--- config.mk ---
export PLATFORM = sky130hd
export DESIGN_NAME = vram_write_img
export DESIGN_NICKNAME = d
export VERILOG_FILES = /design/src/rtl/vram_pkg.sv /design/src/rtl/vram_wr_fifo.sv /design/src/rtl/vram_write_img.sv
export SDC_FILE = /design/constraint.sdc
export NUM_CORES = 1
export LEC_CHECK = 0
export CAP_MARGIN = 20
export CORE_ASPECT_RATIO = 0.8
export CORE_MARGIN = 2
export CORE_UTILIZATION = 40
export CTS_BUF_LIST = sky130_fd_sc_hd__clkbuf_4 sky130_fd_sc_hd__clkbuf_8
export CTS_CLUSTER_DIAMETER = 60
export CTS_CLUSTER_SIZE = 16
export DETAILED_ROUTE_END_ITERATION = 7
export PLACE_DENSITY_LB_ADDON = 0.2
export SYNTH_ARGS = -nofsm -noshare
export SYNTH_HDL_FRONTEND = slang
export SYNTH_SLANG_ARGS = --single-unit
export TNS_END_PERCENT = 30
--- constraint.sdc ---
create_clock -name clk -period 3.8 [get_ports clk]
set_clock_uncertainty 0.2 [all_clocks]
set_input_delay 0.76 -clock clk [delete_from_list [all_inputs] [get_ports clk]]
set_output_delay 0.76 -clock clk [all_outputs]
set_load 0.005 [all_outputs]
--- src/rtl/vram_pkg.sv ---
// Shared VRAM definitions used by the frame-buffer writer and the display reader.
package vram_pkg;

  localparam int VRAM_ADDR_W = 19;
  localparam int VRAM_DATA_W = 36;
  localparam int PIXEL_W     = 30;

  typedef enum logic [1:0] {
    ST_WAIT_SOF = 2'd0,
    ST_WRITING  = 2'd1,
    ST_DONE     = 2'd2
  } wr_state_t;

  typedef struct packed {
    logic [VRAM_ADDR_W-1:0] addr;
    logic [PIXEL_W-1:0]     data;
    logic                   last;
  } wr_entry_t;

  // ZBT words are wider than a pixel; the spare top bits are written as zero.
  function automatic logic [VRAM_DATA_W-1:0] pack_pixel(input logic [PIXEL_W-1:0] pix);
    return {{(VRAM_DATA_W-PIXEL_W){1'b0}}, pix};
  endfunction

endpackage

--- src/rtl/vram_wr_fifo.sv ---
// Small synchronous FIFO of pending VRAM writes; full/empty are registered so
// the pixel-side ready never depends combinationally on the arbiter grant.
module vram_wr_fifo
  import vram_pkg::*;
#(
  parameter int DEPTH = 4
) (
  input  logic      clk,
  input  logic      reset,
  input  logic      push,
  input  wr_entry_t push_entry,
  input  logic      pop,
  output wr_entry_t head,
  output logic      full,
  output logic      empty
);

  localparam int PTR_W = $clog2(DEPTH);
  localparam int CNT_W = $clog2(DEPTH + 1);

  wr_entry_t        mem [DEPTH];
  logic [PTR_W-1:0] wr_ptr;
  logic [PTR_W-1:0] rd_ptr;
  logic [CNT_W-1:0] count;
  logic [CNT_W-1:0] count_next;
  logic             do_push;
  logic             do_pop;

  assign do_push = push && !full;
  assign do_pop  = pop && !empty;

  always_comb begin
    count_next = count;
    if (do_push && !do_pop) begin
      count_next = count + 1'b1;
    end else if (do_pop && !do_push) begin
      count_next = count - 1'b1;
    end
  end

  // Pointers wrap naturally because DEPTH is a power of two.
  always_ff @(posedge clk) begin
    if (!reset) begin
      wr_ptr <= '0;
      rd_ptr <= '0;
      count  <= '0;
      full   <= 1'b0;
      empty  <= 1'b1;
    end else begin
      if (do_push) wr_ptr <= wr_ptr + 1'b1;
      if (do_pop)  rd_ptr <= rd_ptr + 1'b1;
      count <= count_next;
      full  <= (count_next == CNT_W'(DEPTH));
      empty <= (count_next == '0);
    end
  end

  always_ff @(posedge clk) begin
    if (do_push) mem[wr_ptr] <= push_entry;
  end

  assign head = mem[rd_ptr];

endmodule

--- src/rtl/vram_write_img.sv ---
// Frame-buffer writer: turns a pixel stream into linear VRAM word writes,
// buffering pixels until the arbiter grants a write slot.
module vram_write_img
  import vram_pkg::*;
#(
  parameter int WIDTH      = 640,
  parameter int HEIGHT     = 480,
  parameter int BASE_ADDR  = 0,
  parameter int FIFO_DEPTH = 4
) (
  input  logic                   clk,
  input  logic                   reset,
  input  logic [PIXEL_W-1:0]     pix_data,
  input  logic                   pix_valid,
  input  logic                   pix_sof,
  output logic                   pix_ready,
  input  logic                   wr_slot,
  output logic [VRAM_ADDR_W-1:0] vram_addr,
  output logic [VRAM_DATA_W-1:0] vram_write_data,
  output logic                   vram_we,
  output logic                   frame_done
);

  if (WIDTH * HEIGHT + BASE_ADDR > (1 << VRAM_ADDR_W)) begin : g_size_check
    $error("vram_write_img: frame does not fit in the VRAM address space");
  end
  if (FIFO_DEPTH < 2 || (FIFO_DEPTH & (FIFO_DEPTH - 1)) != 0) begin : g_depth_check
    $error("vram_write_img: FIFO_DEPTH must be a power of two and at least 2");
  end

  localparam logic [VRAM_ADDR_W-1:0] X_LAST = VRAM_ADDR_W'(WIDTH - 1);
  localparam logic [VRAM_ADDR_W-1:0] Y_LAST = VRAM_ADDR_W'(HEIGHT - 1);
  localparam logic [VRAM_ADDR_W-1:0] LINE   = VRAM_ADDR_W'(WIDTH);
  localparam logic [VRAM_ADDR_W-1:0] BASE   = VRAM_ADDR_W'(BASE_ADDR);

  wr_state_t              state;
  logic [VRAM_ADDR_W-1:0] x;
  logic [VRAM_ADDR_W-1:0] y;
  logic [VRAM_ADDR_W-1:0] row_base;

  logic                   full;
  logic                   empty;
  logic                   accept;
  logic                   push;
  logic                   pop;
  logic                   last;
  logic [VRAM_ADDR_W-1:0] cur_x;
  logic [VRAM_ADDR_W-1:0] cur_y;
  logic [VRAM_ADDR_W-1:0] cur_row;
  wr_entry_t              push_entry;
  wr_entry_t              head;

  assign pix_ready = !full && reset;
  assign accept    = pix_valid && pix_ready;
  assign push      = accept && (pix_sof || state == ST_WRITING);
  assign pop       = wr_slot && !empty;

  // A sof pixel is always (0,0), whatever position the counters hold.
  assign cur_x   = pix_sof ? '0 : x;
  assign cur_y   = pix_sof ? '0 : y;
  assign cur_row = pix_sof ? '0 : row_base;
  assign last    = (cur_x == X_LAST) && (cur_y == Y_LAST);

  assign push_entry = '{addr: BASE + cur_row + cur_x, data: pix_data, last: last};

  // Position tracking and frame state
  always_ff @(posedge clk) begin
    if (!reset) begin
      state    <= ST_WAIT_SOF;
      x        <= '0;
      y        <= '0;
      row_base <= '0;
    end else if (push) begin
      if (cur_x == X_LAST) begin
        x        <= '0;
        y        <= cur_y + 1'b1;
        row_base <= cur_row + LINE;
      end else begin
        x        <= cur_x + 1'b1;
        y        <= cur_y;
        row_base <= cur_row;
      end
      state <= last ? ST_DONE : ST_WRITING;
    end
  end

  vram_wr_fifo #(
    .DEPTH(FIFO_DEPTH)
  ) u_fifo (
    .clk        (clk),
    .reset      (reset),
    .push       (push),
    .push_entry (push_entry),
    .pop        (pop),
    .head       (head),
    .full       (full),
    .empty      (empty)
  );

  // Drain stage: one registered VRAM write per granted slot
  always_ff @(posedge clk) begin
    if (!reset) begin
      vram_we         <= 1'b0;
      frame_done      <= 1'b0;
      vram_addr       <= '0;
      vram_write_data <= '0;
    end else begin
      vram_we    <= pop;
      frame_done <= pop && head.last;
      if (pop) begin
        vram_addr       <= head.addr;
        vram_write_data <= pack_pixel(head.data);
      end
    end
  end

endmodule

* After elaboration in Yosys (flattened, before gate mapping) *
Memories as Yosys holds them, arrays and structs flattened. A register that Yosys moved wholly into a read port is not among the register bits.
Cells that the tools add are included.
Widths: inputs -> output; s select.

operators by class
  eq/ne operators = 4
  div/mod/pow operators = 0
  add/sub/neg operators = 8
  muxes and demuxes = 13
  reductions and logical operators = 16
  bitwise gates (word level) = 0
  multiply operators = 0
  order comparisons = 0
  shift operators = 0

operators with widths
  cell                    number
  $mux 19                 6
  $add 19x1->19 const B   2
  $add 19x10->19 const B  1
  $add 19x19->19          1
  $eq 19x10->1 const B    1
  $eq 19x9->1 const B     1
  $logic_and 1x1->1       10
  $mux 2                  3
  $mux 3                  2
  $add 2x1->2 const B     2
  $logic_not 1->1         4
  $add 3x1->3 const B     1
  $eq 3x3->1 const B      1
  $logic_not 3->1         1
  $sub 3x1->3 const B     1
  $eq 2x1->1 const B      1
  $mux 1                  2
  $logic_or 1x1->1        1

word-level totals
  input port bits = 35
  bits in writable memories = 200
  bits in latches = 0
  memory bits (read-only) = 0
  bits in registers = 119
  memories = 1

memories
  memory      depth  width  rd ports  clocked after memory_dff  wr ports  RTL line            RTL
  u_fifo.mem  4      50     1         1                         1         vram_wr_fifo.sv:21  wr_entry_t mem [DEPTH];

* Longest topological paths before layout *
Gate-level depths: netlist of run 1.

  depth in word-level cells = 10
  mapped depth = 13
  gate-level depth less buffers = 9

* Hierarchy *
Synthesis of run 1 repeated with hierarchy kept, for this count alone.

second synthesis, totals
  cells, all modules = 1,117
  area, all modules = 13,834.5 µm²

by module, submodules not included
  module          seq. area each (µm²)  area each (µm²)  instances  cells each
  vram_wr_fifo    6,226.0               7,837.5          1          329
  vram_write_img  2,202.1               5,997.0          1          788

* Worst setup path before layout of run 1 *
No wires, ideal clock.

  path kind = input-to-reg
  start = input port pix_sof
  end = memory u_fifo.mem[0][47] (netlist name), data pin
  arrival = 3,387 ps
  buffers on the path = 4
  slack = -12 ps
  library setup time = 225 ps
  cell stages on the path = 12
  path through = buf_2 > buf_2 > buf_2 > clkbuf_1 > nor2b_1 > ha_1 > a21oi_1 > a2111oi_2 > a41oi_1 > nand4b_1 > a311oi_1 > a311oi_1

RTL lines
  what                RTL line              RTL
  start: declaration  vram_write_img.sv:15  input logic pix_sof,
  end: declaration    vram_wr_fifo.sv:21

==> reports/metrics.yaml, run 1 <==
sta:
  hold_viol_final: 0
  max_freq_mhz: 322
  setup_tns_ns: 0
  layout_min_cycle_time_ns: 3.11
  drv_slew: 0
  rsz0062_at_grt: "false"
  setup_violations: 0
  holdWs_ns: 0.266
  tightestPinTransition_ns: 0.972
  slew_headroom_pct: 35.2
  fin_crit_sh_pct: 81.8
logic_synthesis:
  synthAdderAreaFrac_pct: 2.18
  synthSimpleGateAreaFrac_pct: 15.6
  synth.area.top_cells: "edfxtp_1 (42%), dfxtp_1 (17%), mux4_2 (8.0%)"
  synth_top_family_by_area: "simple AND/OR/NAND/NOR gates"
  synthCells: 1116
  yosysTopAreaCell: "edfxtp_1"
  synth_top_area_share_pct: 42.5
  synth-edff-count: 200
  synth_mux_area_share_pct: 8.11
  ys_warn_count: 0
  synth_xor_area_share_pct: 3.10
  synth_compound_area_share_pct: 8.66
  syn-mean-instance-area_sq_um: 12.7
  yosys_most_used_dff: "edfxtp_1"
  synth-seq-cells: 321
  synth_area_sq_um: 14100
  synth_async_sr_flop_share_pct: 0
  ys_types: 75
  ys_seq_area_share_pct: 59.6
worst_setup_path:
  slowest_delay_ns: 0.50
  slowest_stage: "a311oi_1"
  cp.arrival_ns: 3.26
  criticalPathCategory: "primary input to flip-flop"
  crit_chain: "buf_2 > nor2b_1 > ha_1 > ha_1 > a21oi_1 > a2111oi_2 > buf_4 > a41oi_1 > nand4b_1 > and2_1 > a311oi_1"
  required_ns: 3.96
  critPathLaunchType: "primary input"
  crit_path_end_kind: "flip-flop"
  crit_fanout: 17
  cp_common_cell: "ha_1"
route:
  ant_nets: 0
  post_drt_wl_per_cell_um: 18.1
  wl_mm: 30.6
  drt_iter0_markers: 637
  drtPass1Iterations: 4
  drc: 0
  vias: 8787
  viasPerCell: 5.20
floorplanning:
  start_util_pct: 40.6
  die_x_um: 214
  dieArea_sq_um: 36900
  die_h_um: 172
  io_pins: 93
  core_sq_um: 34800
  num_rows: 61
pwr:
  peakVddDrop_v: 0.000214
  share_seq_of_total_power_pct: 55.8
  p_int_mw: 5.29
  p_per_area_nw_per_um2: 437
  clkPwrFrac_pct: 31.4
  p_leak_nw: 5.34
  p_sw_share_pct: 25.5
  netSwitchingPower_mw: 1.81
  combPwrFrac_pct: 12.8
finish:
  area_delta_synth_final_pct: 14.7
  design_area_sq_um: 16200
  layout_common_cells: "edfxtp_1 (200), nand2_1 (181), dfxtp_1 (119)"
  final_util_pct: 46.6
  finalNetCount: 1253
  final_cell_count_no_fill: 1690
  diodes: 0
  final_layout_size_suffix_gt1_share_pct: 13.5
  final_common_cell: "edfxtp_1"
global_routing:
  grt_pass1_wl_mm: 48.5
  first_global_vias: 8496
  gr-total-overflow: 0
  antenna_found_initial: 0
  grt_max_degree: 87
  grt.total_usage_pct: 16.6
min_path:
  hold_path.class: "flip-flop to flip-flop"
placement:
  gp_congestion: 0.823
  placed_area_sq_um: 15600
  dp.cells: 1636
  dpl.hpwl_mm: 19.0
  port_buffers: 86
clocking:
  cts_resized: 0
  h-tree-depth: 1
  clk_latency_ns: 0.62
  postCtsSetupRepairBufs: 0
  cts_hold_buffers: 0
  clk_pin_slew_ns: 0.10
  clk_path_buf_depth: 3
  cts.sinks: 321
  numCtsBuffers: 29
  clockRootBuffer: "clkbuf_8"
  cts_tree: "done"
run_status:
  status: "finished, final reports clean"
flow_run:
  max-cap-violations: 0
==> through the flow <==
stage,power [mW],setup WS (ns)
CTS,7.21,0.773
global route,7.43,0.448
detailed placement,4.97,0.115
global placement,4.96,0.213
finish,7.09,0.691
floorplan,4.56,0.0936
==> critical path: cells and delay by family <==
family	cells	cell delay, ns
AND/OR/NAND/NOR	3	0.58
buffers and inverters	2	0.47
AO/OA/AOI/OAI	4	1.03
adder cells (fa/ha/maj)	2	0.43
==> final cells by class <==
| cell class | instances | area [sq um] |
|---|---|---|
| repair buffers | 112 | 1120 |
| multi-input cells | 716 | 5360 |
| flip-flops and latches | 321 | 8440 |
| clock buffers | 41 | 502 |
| inverters | 15 | 56.3 |
| well taps | 472 | 591 |
| fillers | 3193 | 18600 |
| clock inverters | 13 | 149 |
==> routing by layer <==
layer,GRT usage [%],wire [um]
met5,0,0
met3,3.06,1470
met1,24.5,15400
met4,3.83,646
met2,25.4,13100
==> sequential cells by signal, summed over array words and instances (netlist names), 2 cells and up, named ones only <==
name and cells:
vram_write_data 30, y 19, vram_addr 19, state 2
x 19, u_fifo.mem 200, row_base 19, u_fifo.wr_ptr 2
u_fifo.count 3, u_fifo.rd_ptr 2
==> final timing paths <==
check,startpoint,to,slack [ns],cells past startpoint
worst max-delay path,pix_sof,u_fifo.mem[0][47],0.69,11
worst min-delay path,vram_write_data[0],vram_write_data[0],0.27,2
worst max register to register,x[2],u_fifo.mem[0][47],0.71,9
worst min register to register,vram_write_data[0],vram_write_data[0],0.27,2
==> power by group through the flow <==
stage	registers (mW)	clock network [mW]	logic [mW]
after floorplan	3.96	0	0.598
after global placement	4.04	0	0.922
after detailed placement	4.05	0	0.928
after CTS	3.97	2.32	0.930
after global routing	3.99	2.44	1.00
final	3.96	2.23	0.907
==> synthesized netlist by cell type (21+ instances only) <==
master and count:
nor2b_1 44, nand3_1 21, a21boi_0 57, xnor2_1 22, nor2_1 28, a21oi_1 22, ha_1 23, o21ai_0 23
clkbuf_1 38, mux4_2 50, dfxtp_1 121, xor2_1 28, edfxtp_1 200, nand2_1 181, and2_1 47
==> kinds of logic after synthesis <==
group / count (synthesis)
other: 1
adder cells (fa/ha/maj): 25
XOR/XNOR: 50
flip-flops: 321
multiplexers: 52
AO/OA/AOI/OAI: 172
AND/OR/NAND/NOR: 411
buffers and inverters: 84
Note: power is estimated with default switching activity, not from simulation.
==> run 2: changes to the inputs <==
==> constraint.sdc (replaced) <==
create_clock -name clk -period 2.5 [get_ports clk]
set_clock_uncertainty 0.2 [all_clocks]
set_input_delay 0.5 -clock clk [delete_from_list [all_inputs] [get_ports clk]]
set_output_delay 0.5 -clock clk [all_outputs]
set_load 0.005 [all_outputs]
==> run 2 against run 1 <==
Effect of this change: the flow now finishes with violations (setup timing); design area increased by 10%; hold slack about the same; highest routed layer unchanged; wire length up 4.1%; global-route usage rose by 1.1 points.
==> reports/metrics.yaml, run 2 (same netlist as run 1, synthesis figures left out) <==
floorplanning:
  num_rows: 61  # unchanged
  start_util_pct: 40.6  # unchanged
  core_sq_um: 34800  # unchanged
  die_x_um: 214  # unchanged
  io_pins: 93  # unchanged
  dieArea_sq_um: 36900  # unchanged
  die_h_um: 172  # unchanged
finish:
  diodes: 0  # unchanged
  layout_common_cells: "edfxtp_1 (200), nand2_1 (181), buf_4 (141)"
  design_area_sq_um: 17800  # +10%
  area_delta_synth_final_pct: 26.2
  largest-register: "u_fifo.mem"
  largest_registers: "u_fifo.mem: 200 flops, vram_write_data: 30 flops"
  finalNetCount: 1389  # +11%
  final_util_pct: 51.2  # +4.6 points
  final_layout_size_suffix_gt1_share_pct: 27.3  # +14 points
  largest_reg_flops: 200  # unchanged
  final_common_cell: "edfxtp_1"
placement:
  gp_congestion: 0.805  # -2.2%
  preCtsSetupSlack_ns: -0.692  # -0.807 ns
  port_buffers: 86  # unchanged
  dpl.hpwl_mm: 21.3  # +12%
  placed_area_sq_um: 16800  # +7.9%
route:
  wl_mm: 31.8  # +4.1%
  vias: 9339  # +6.3%
  post_drt_wl_per_cell_um: 17.4  # -3.6%
  viasPerCell: 5.12  # -1.5%
  drtPass1Iterations: 5  # +1
  drc: 0  # unchanged
  ant_nets: 0  # unchanged
  drt_iter0_markers: 636  # -0.16%
worst_setup_path:
  reg2regPathDepth: 9  # unchanged
  crit_fanout: 4  # -13
  required_ns: 2.65  # -1.31 ns
  cp.arrival_ns: 2.77  # -0.49 ns
  criticalPathCategory: "flip-flop to flip-flop"
  critPathLaunchType: "flip-flop"
  r2r_end: "u_fifo.mem[1][49]"
  r2r_start: "row_base[2]"
  ff2ff_setup_slack_ns: -0.12  # -0.83 ns
  crit_path_end_kind: "flip-flop"
pwr:
  clkPwrFrac_pct: 29.7  # -1.7 points
  share_seq_of_total_power_pct: 55.9  # about the same
  p_per_area_nw_per_um2: 598  # +37%
  peakVddDrop_v: 0.000276  # +29%
  p_sw_share_pct: 24.9  # -0.60 points
  netSwitchingPower_mw: 2.65  # +47%
  p_leak_nw: 6.15  # +15%
  p_total_mw: 10.7  # +50%
  combPwrFrac_pct: 14.4  # +1.6 points
  p_int_mw: 8.00  # +51%
global_routing:
  first_global_vias: 9485  # +12%
  grt.total_usage_pct: 17.7  # +1.1 points
  grt_max_degree: 84  # -3.4%
  antenna_found_initial: 0  # unchanged
  grt_pass1_wl_mm: 52.0  # +7.2%
  gr-total-overflow: 0  # unchanged
sta:
  fin_ws_ns: -0.119  # -0.810 ns
  max_freq_mhz: 382
  tightestPinTransition_ns: 0.835  # -0.137 ns
  layout_min_cycle_time_ns: 2.62
  fin_crit_sh_pct: 105
  holdWs_ns: 0.266  # +0.0000970 ns
  slew_headroom_pct: 44.4  # +9.2 points
  rsz0062_at_grt: "true"
  drv_slew: 0  # unchanged
  hold_viol_final: 0  # unchanged
  setup_violations: 26  # +26
clocking:
  h-tree-depth: 1  # unchanged
  clk_pin_slew_ns: 0.10  # about the same
  numCtsBuffers: 27  # -6.9%
  cts.sinks: 321  # unchanged
  clk_latency_ns: 0.63  # about the same
  clockRootBuffer: "clkbuf_8"
  cts_tree: "done"
  clk_path_buf_depth: 3  # unchanged
min_path:
  hold_end: "vram_write_data[29]"
  holdPathStages: 2  # unchanged
  min_from: "vram_write_data[29]"
  hold_path.class: "flip-flop to flip-flop"
flow_run:
  max-cap-violations: 0  # unchanged
run_status:
  failed_checks: "setup timing"
  status: "finished with violations"
-- run 2: changes by cell type in the layout (fill, tap and decap cells not counted), moves of 4 or more --
cell and change:
dfxtp_1 -13, buf_6 +5, clkbuf_4 +4, ha_1 -9, nor2b_1 -12, clkbuf_8 -4
dfxtp_2 +14, nor2b_2 +5, buf_4 +120, buf_12 +12, ha_4 +9, nor2b_4 +7
-- run 2: critical path: stages, from the launching register on --
cell and delay, ns:
dfxtp_2 0.34, nor2b_4 0.13, ha_4 0.28, buf_6 0.09
a21oi_2 0.07, a2111oi_4 0.46, a22o_1 0.26, a211oi_2 0.08
a221oi_2 0.31, xnor2_2 0.14
-- run 2: layer usage --
metal | GRT usage [%] | share of wire [%]
met3 | 2.80 | 3.9
met1 | 25.7 | 50
met2 | 28.4 | 45
met5 | 0 | 0
met4 | 3.20 | 1.6
-- run 2: final cells by class --
type	count	area (sq um)
timing repair buffer	250	2330
multi-input combinational	716	5830
sequential	321	8450
tap	472	591
clock buffer	41	477
inverter	15	56.3
fill	3050	17000
clock inverter	9	100
-- run 2: worst max-delay path by stage --
| stage | end | slack, ns | start |
|---|---|---|---|
| after floorplan | u_fifo.mem[0][47] | -0.60 | pix_sof |
| after detailed placement | u_fifo.mem[1][47] | -0.69 | pix_sof |
| after global routing | u_fifo.mem[3][47] | -0.22 | x[0] |
| after global placement | u_fifo.mem[0][47] | -0.60 | pix_sof |
| final | u_fifo.mem[1][49] | -0.12 | row_base[2] |
| after CTS | u_fifo.mem[1][47] | -0.12 | row_base[2] |
-- run 2: metrics by stage --
step	std cells	TNS [ns]
2_1_floorplan	1121	-60.46
3_3_place_gp	1769	-62.33
3_5_place_dp	1769	-65.82
6_report	1824	-1.39
4_1_cts	1823	-1.98
5_1_grt	1824	-4.92
-- run 2: power by group through the flow --
stage / clock network, mW / logic, mW / registers [mW]
6_report: 3.17 / 1.54 / 5.95
5_1_grt: 3.48 / 1.70 / 5.99
4_1_cts: 3.29 / 1.57 / 5.96
3_5_place_dp: 0 / 1.56 / 6.08
3_3_place_gp: 0 / 1.54 / 6.08
2_1_floorplan: 0 / 0.919 / 6.02
-- run 2: what timing repair did --
action                                  CTS  global route
pin swaps                                13            34
hold buffers                              1             0
gates resized for setup                  25            59
endpoints found under the setup margin   61           101
hold endpoints to repair                  3             0
setup buffers                             4             2
==> run 3: changes to the inputs <==
--- a/config.mk
+++ b/config.mk
@@ -7,7 +7,6 @@
 export LEC_CHECK = 0
 export CAP_MARGIN = 20
 export CORE_ASPECT_RATIO = 0.8
-export CORE_MARGIN = 2
 export CORE_UTILIZATION = 40
 export CTS_BUF_LIST = sky130_fd_sc_hd__clkbuf_4 sky130_fd_sc_hd__clkbuf_8
 export CTS_CLUSTER_DIAMETER = 60
==> run 3 against run 2 <==
Effect of this change: global-route usage about the same; highest routed layer unchanged; largest power group unchanged; the run still ends with setup timing left; first-iteration DRC count grew 14%; die area decreased by 2.1%; via count shrank 1.5%; power is 1.1% higher; sequential share of layout area barely moved; register-to-register slack worse by 0.03 ns.
==> reports/metrics.yaml, run 3 (same netlist as run 1, synthesis figures left out) <==
route:
  drtPass1Iterations: 5  # unchanged
  met3_length_mm: 1.36  # +8.2%
  viasPerCell: 5.04  # -1.5%
  drt-met1-wl_mm: 15.8  # -0.42%
  wl_mm: 31.3  # -1.7%
  drt_iter0_markers: 728  # +14%
  post_drt_wl_per_cell_um: 17.1  # -1.7%
  highest_layer: "met4"
  ant_nets: 0  # unchanged
  wl_met2_mm: 13.6  # -4.1%
  drc: 0  # unchanged
  vias: 9199  # -1.5%
clocking:
  clk_path_buf_depth: 3  # unchanged
  numCtsBuffers: 27  # unchanged
  cts_tree: "done"
  cts.sinks: 321  # unchanged
  h-tree-depth: 1  # unchanged
  clockRootBuffer: "clkbuf_8"
  clk_pin_slew_ns: 0.10  # about the same
  clk_latency_ns: 0.62  # about the same
pwr:
  netSwitchingPower_mw: 2.67  # +0.76%
  p_leak_nw: 6.15  # -0.13%
  p_int_mw: 8.10  # +1.2%
  p_total_mw: 10.8  # +1.1%
  p_per_area_nw_per_um2: 605  # +1.2%
  combPwrFrac_pct: 14.2  # -0.2 points
  p_sw_share_pct: 24.8  # -0.075 points
  peakVddDrop_v: 0.000365  # +32%
  clkPwrFrac_pct: 30.5  # +0.8 points
  share_seq_of_total_power_pct: 55.3  # -0.6 points
sta:
  slew_headroom_pct: 54.4  # +10 points
  max_freq_mhz: 377  # -1.2%
  fin_crit_sh_pct: 106  # +1.3 points
  holdWs_ns: 0.198  # -0.0683 ns
  setup_violations: 28  # +7.7%
  fin_ws_ns: -0.150  # -0.0313 ns
  tightestPinTransition_ns: 0.683  # -0.151 ns
  layout_min_cycle_time_ns: 2.65  # +0.0313 ns
  drv_slew: 0  # unchanged
  hold_viol_final: 0  # unchanged
  rsz0062_at_grt: "true"
floorplanning:
  die_x_um: 212  # -0.93%
  num_rows: 61  # unchanged
  start_util_pct: 40.6  # unchanged
  die_h_um: 170  # -1.2%
  io_pins: 93  # unchanged
  dieArea_sq_um: 36100  # -2.1%
  core_sq_um: 34800  # unchanged
placement:
  port_buffers: 86  # unchanged
  preCtsSetupSlack_ns: -0.670  # +0.0217 ns
  dpl.hpwl_mm: 20.6  # -3.4%
  gp_congestion: 0.856  # +6.4%
global_routing:
  gr-total-overflow: 0  # unchanged
  antenna_found_initial: 1  # +1
  grt.total_usage_pct: 17.6  # -0.044 points
  first_global_vias: 9148  # -3.6%
  grt_pass1_wl_mm: 50.1  # -3.7%
  grt_max_degree: 72  # -14%
finish:
  largest_registers: "u_fifo.mem: 200 flops, vram_write_data: 30 flops"
  finalNetCount: 1389  # unchanged
  layout_common_cells: "edfxtp_1 (200), nand2_1 (181), buf_4 (146)"
  area_delta_synth_final_pct: 26.0
  final_common_cell: "edfxtp_1"
  largest-register: "u_fifo.mem"
  final_layout_size_suffix_gt1_share_pct: 26.9  # -0.42 points
  nFillCells: 3019  # -1.0%
  multi_input_area_sq_um: 5800  # -0.39%
  largest_reg_flops: 200  # unchanged
  layout.area.seq_sq_um: 8440  # about the same
worst_setup_path:
  criticalPathCategory: "flip-flop to flip-flop"
  required_ns: 2.73  # +0.08 ns
  cp.arrival_ns: 2.88  # +0.11 ns
  crit_path_end_kind: "flip-flop"
  crit_fanout: 4  # unchanged
  critPathLaunchType: "flip-flop"
min_path:
  hold_path.class: "primary input to flip-flop"
run_status:
  failed_checks: "setup timing"
  status: "finished with violations"
flow_run:
  max-cap-violations: 0  # unchanged
## run 3: cell count changes in the layout (fill, tap and decap cells not counted), sizes merged
cell / delta
buf: +2
clkbuf: -2
clkinvlp: +2
inv: -2
bufinv: +1
diode: +1
dlygate4sd3: -1
dlymetal6s2s: -1
## run 3: critical path, stage by stage, from the launching register on
cell and delay (ns):
dfxtp_1 0.33, nor2b_4 0.13, ha_4 0.28, nand4b_1 0.17, a2111oi_4 0.46, nand4_1 0.17
nand4b_1 0.23, a311oi_2 0.16, a311oi_4 0.33
## run 3: stage by stage
| step | setup TNS (ns) | utilization [%] | std cells | area, sq um |
|---|---|---|---|---|
| after floorplan | -60.46 | - | 1121 | 14300 |
| after global placement | -47.47 | 48.3 | 1772 | 16800 |
| after detailed placement | -51.24 | 48.3 | 1772 | 16800 |
| after CTS | -0.485 | 50.8 | 1820 | 17700 |
| after global routing | -7.13 | 51.2 | 1823 | 17800 |
| final | -2.19 | 51.2 | 1824 | 17800 |
## run 3: power groups by stage
stage          Clock, mW  Sequential [mW]  Combinational (mW)
3_3_place_gp           0             6.08                1.55
2_1_floorplan          0             6.02               0.919
3_5_place_dp           0             6.08                1.56
6_report            3.29             5.95                1.53
4_1_cts             3.42             5.96                1.57
5_1_grt             3.62             5.99                1.69
## run 3: cell type report
| cell class | count | share of cell area (%) |
|---|---|---|
| antenna | 1 | 0.0140 |
| clock buffer | 39 | 2.63 |
| clock inverter | 10 | 0.801 |
| inverter | 15 | 0.316 |
| multi-input combinational | 716 | 32.6 |
| sequential | 321 | 47.4 |
| tap | 472 | 3.32 |
| timing repair buffer | 250 | 12.9 |
## run 3: final timing paths
path | from | to | slack (ns) | cells past startpoint
worst max-delay path | row_base[2] | u_fifo.mem[1][47] | -0.15 | 8
worst min-delay path | reset | state[0] | 0.20 | 4
worst max register to register | row_base[2] | u_fifo.mem[1][47] | -0.15 | 8
worst min register to register | vram_write_data[23] | vram_write_data[23] | 0.27 | 2
## run 3: routing by layer
layer | vias up | global-route usage, %
li1 | 4501 | -
met1 | 4517 | 25.8
met2 | 147 | 27.5
met3 | 34 | 2.93
met4 | 0 | 3.65
met5 | - | 0
## run 3: what timing repair did
action | in CTS | in global routing
resized for setup | 52 | 21
buffers inserted | 2 | 4
hold buffers | 0 | 0
endpoints found under the setup margin | 76 | 76
pin swaps | 28 | 30
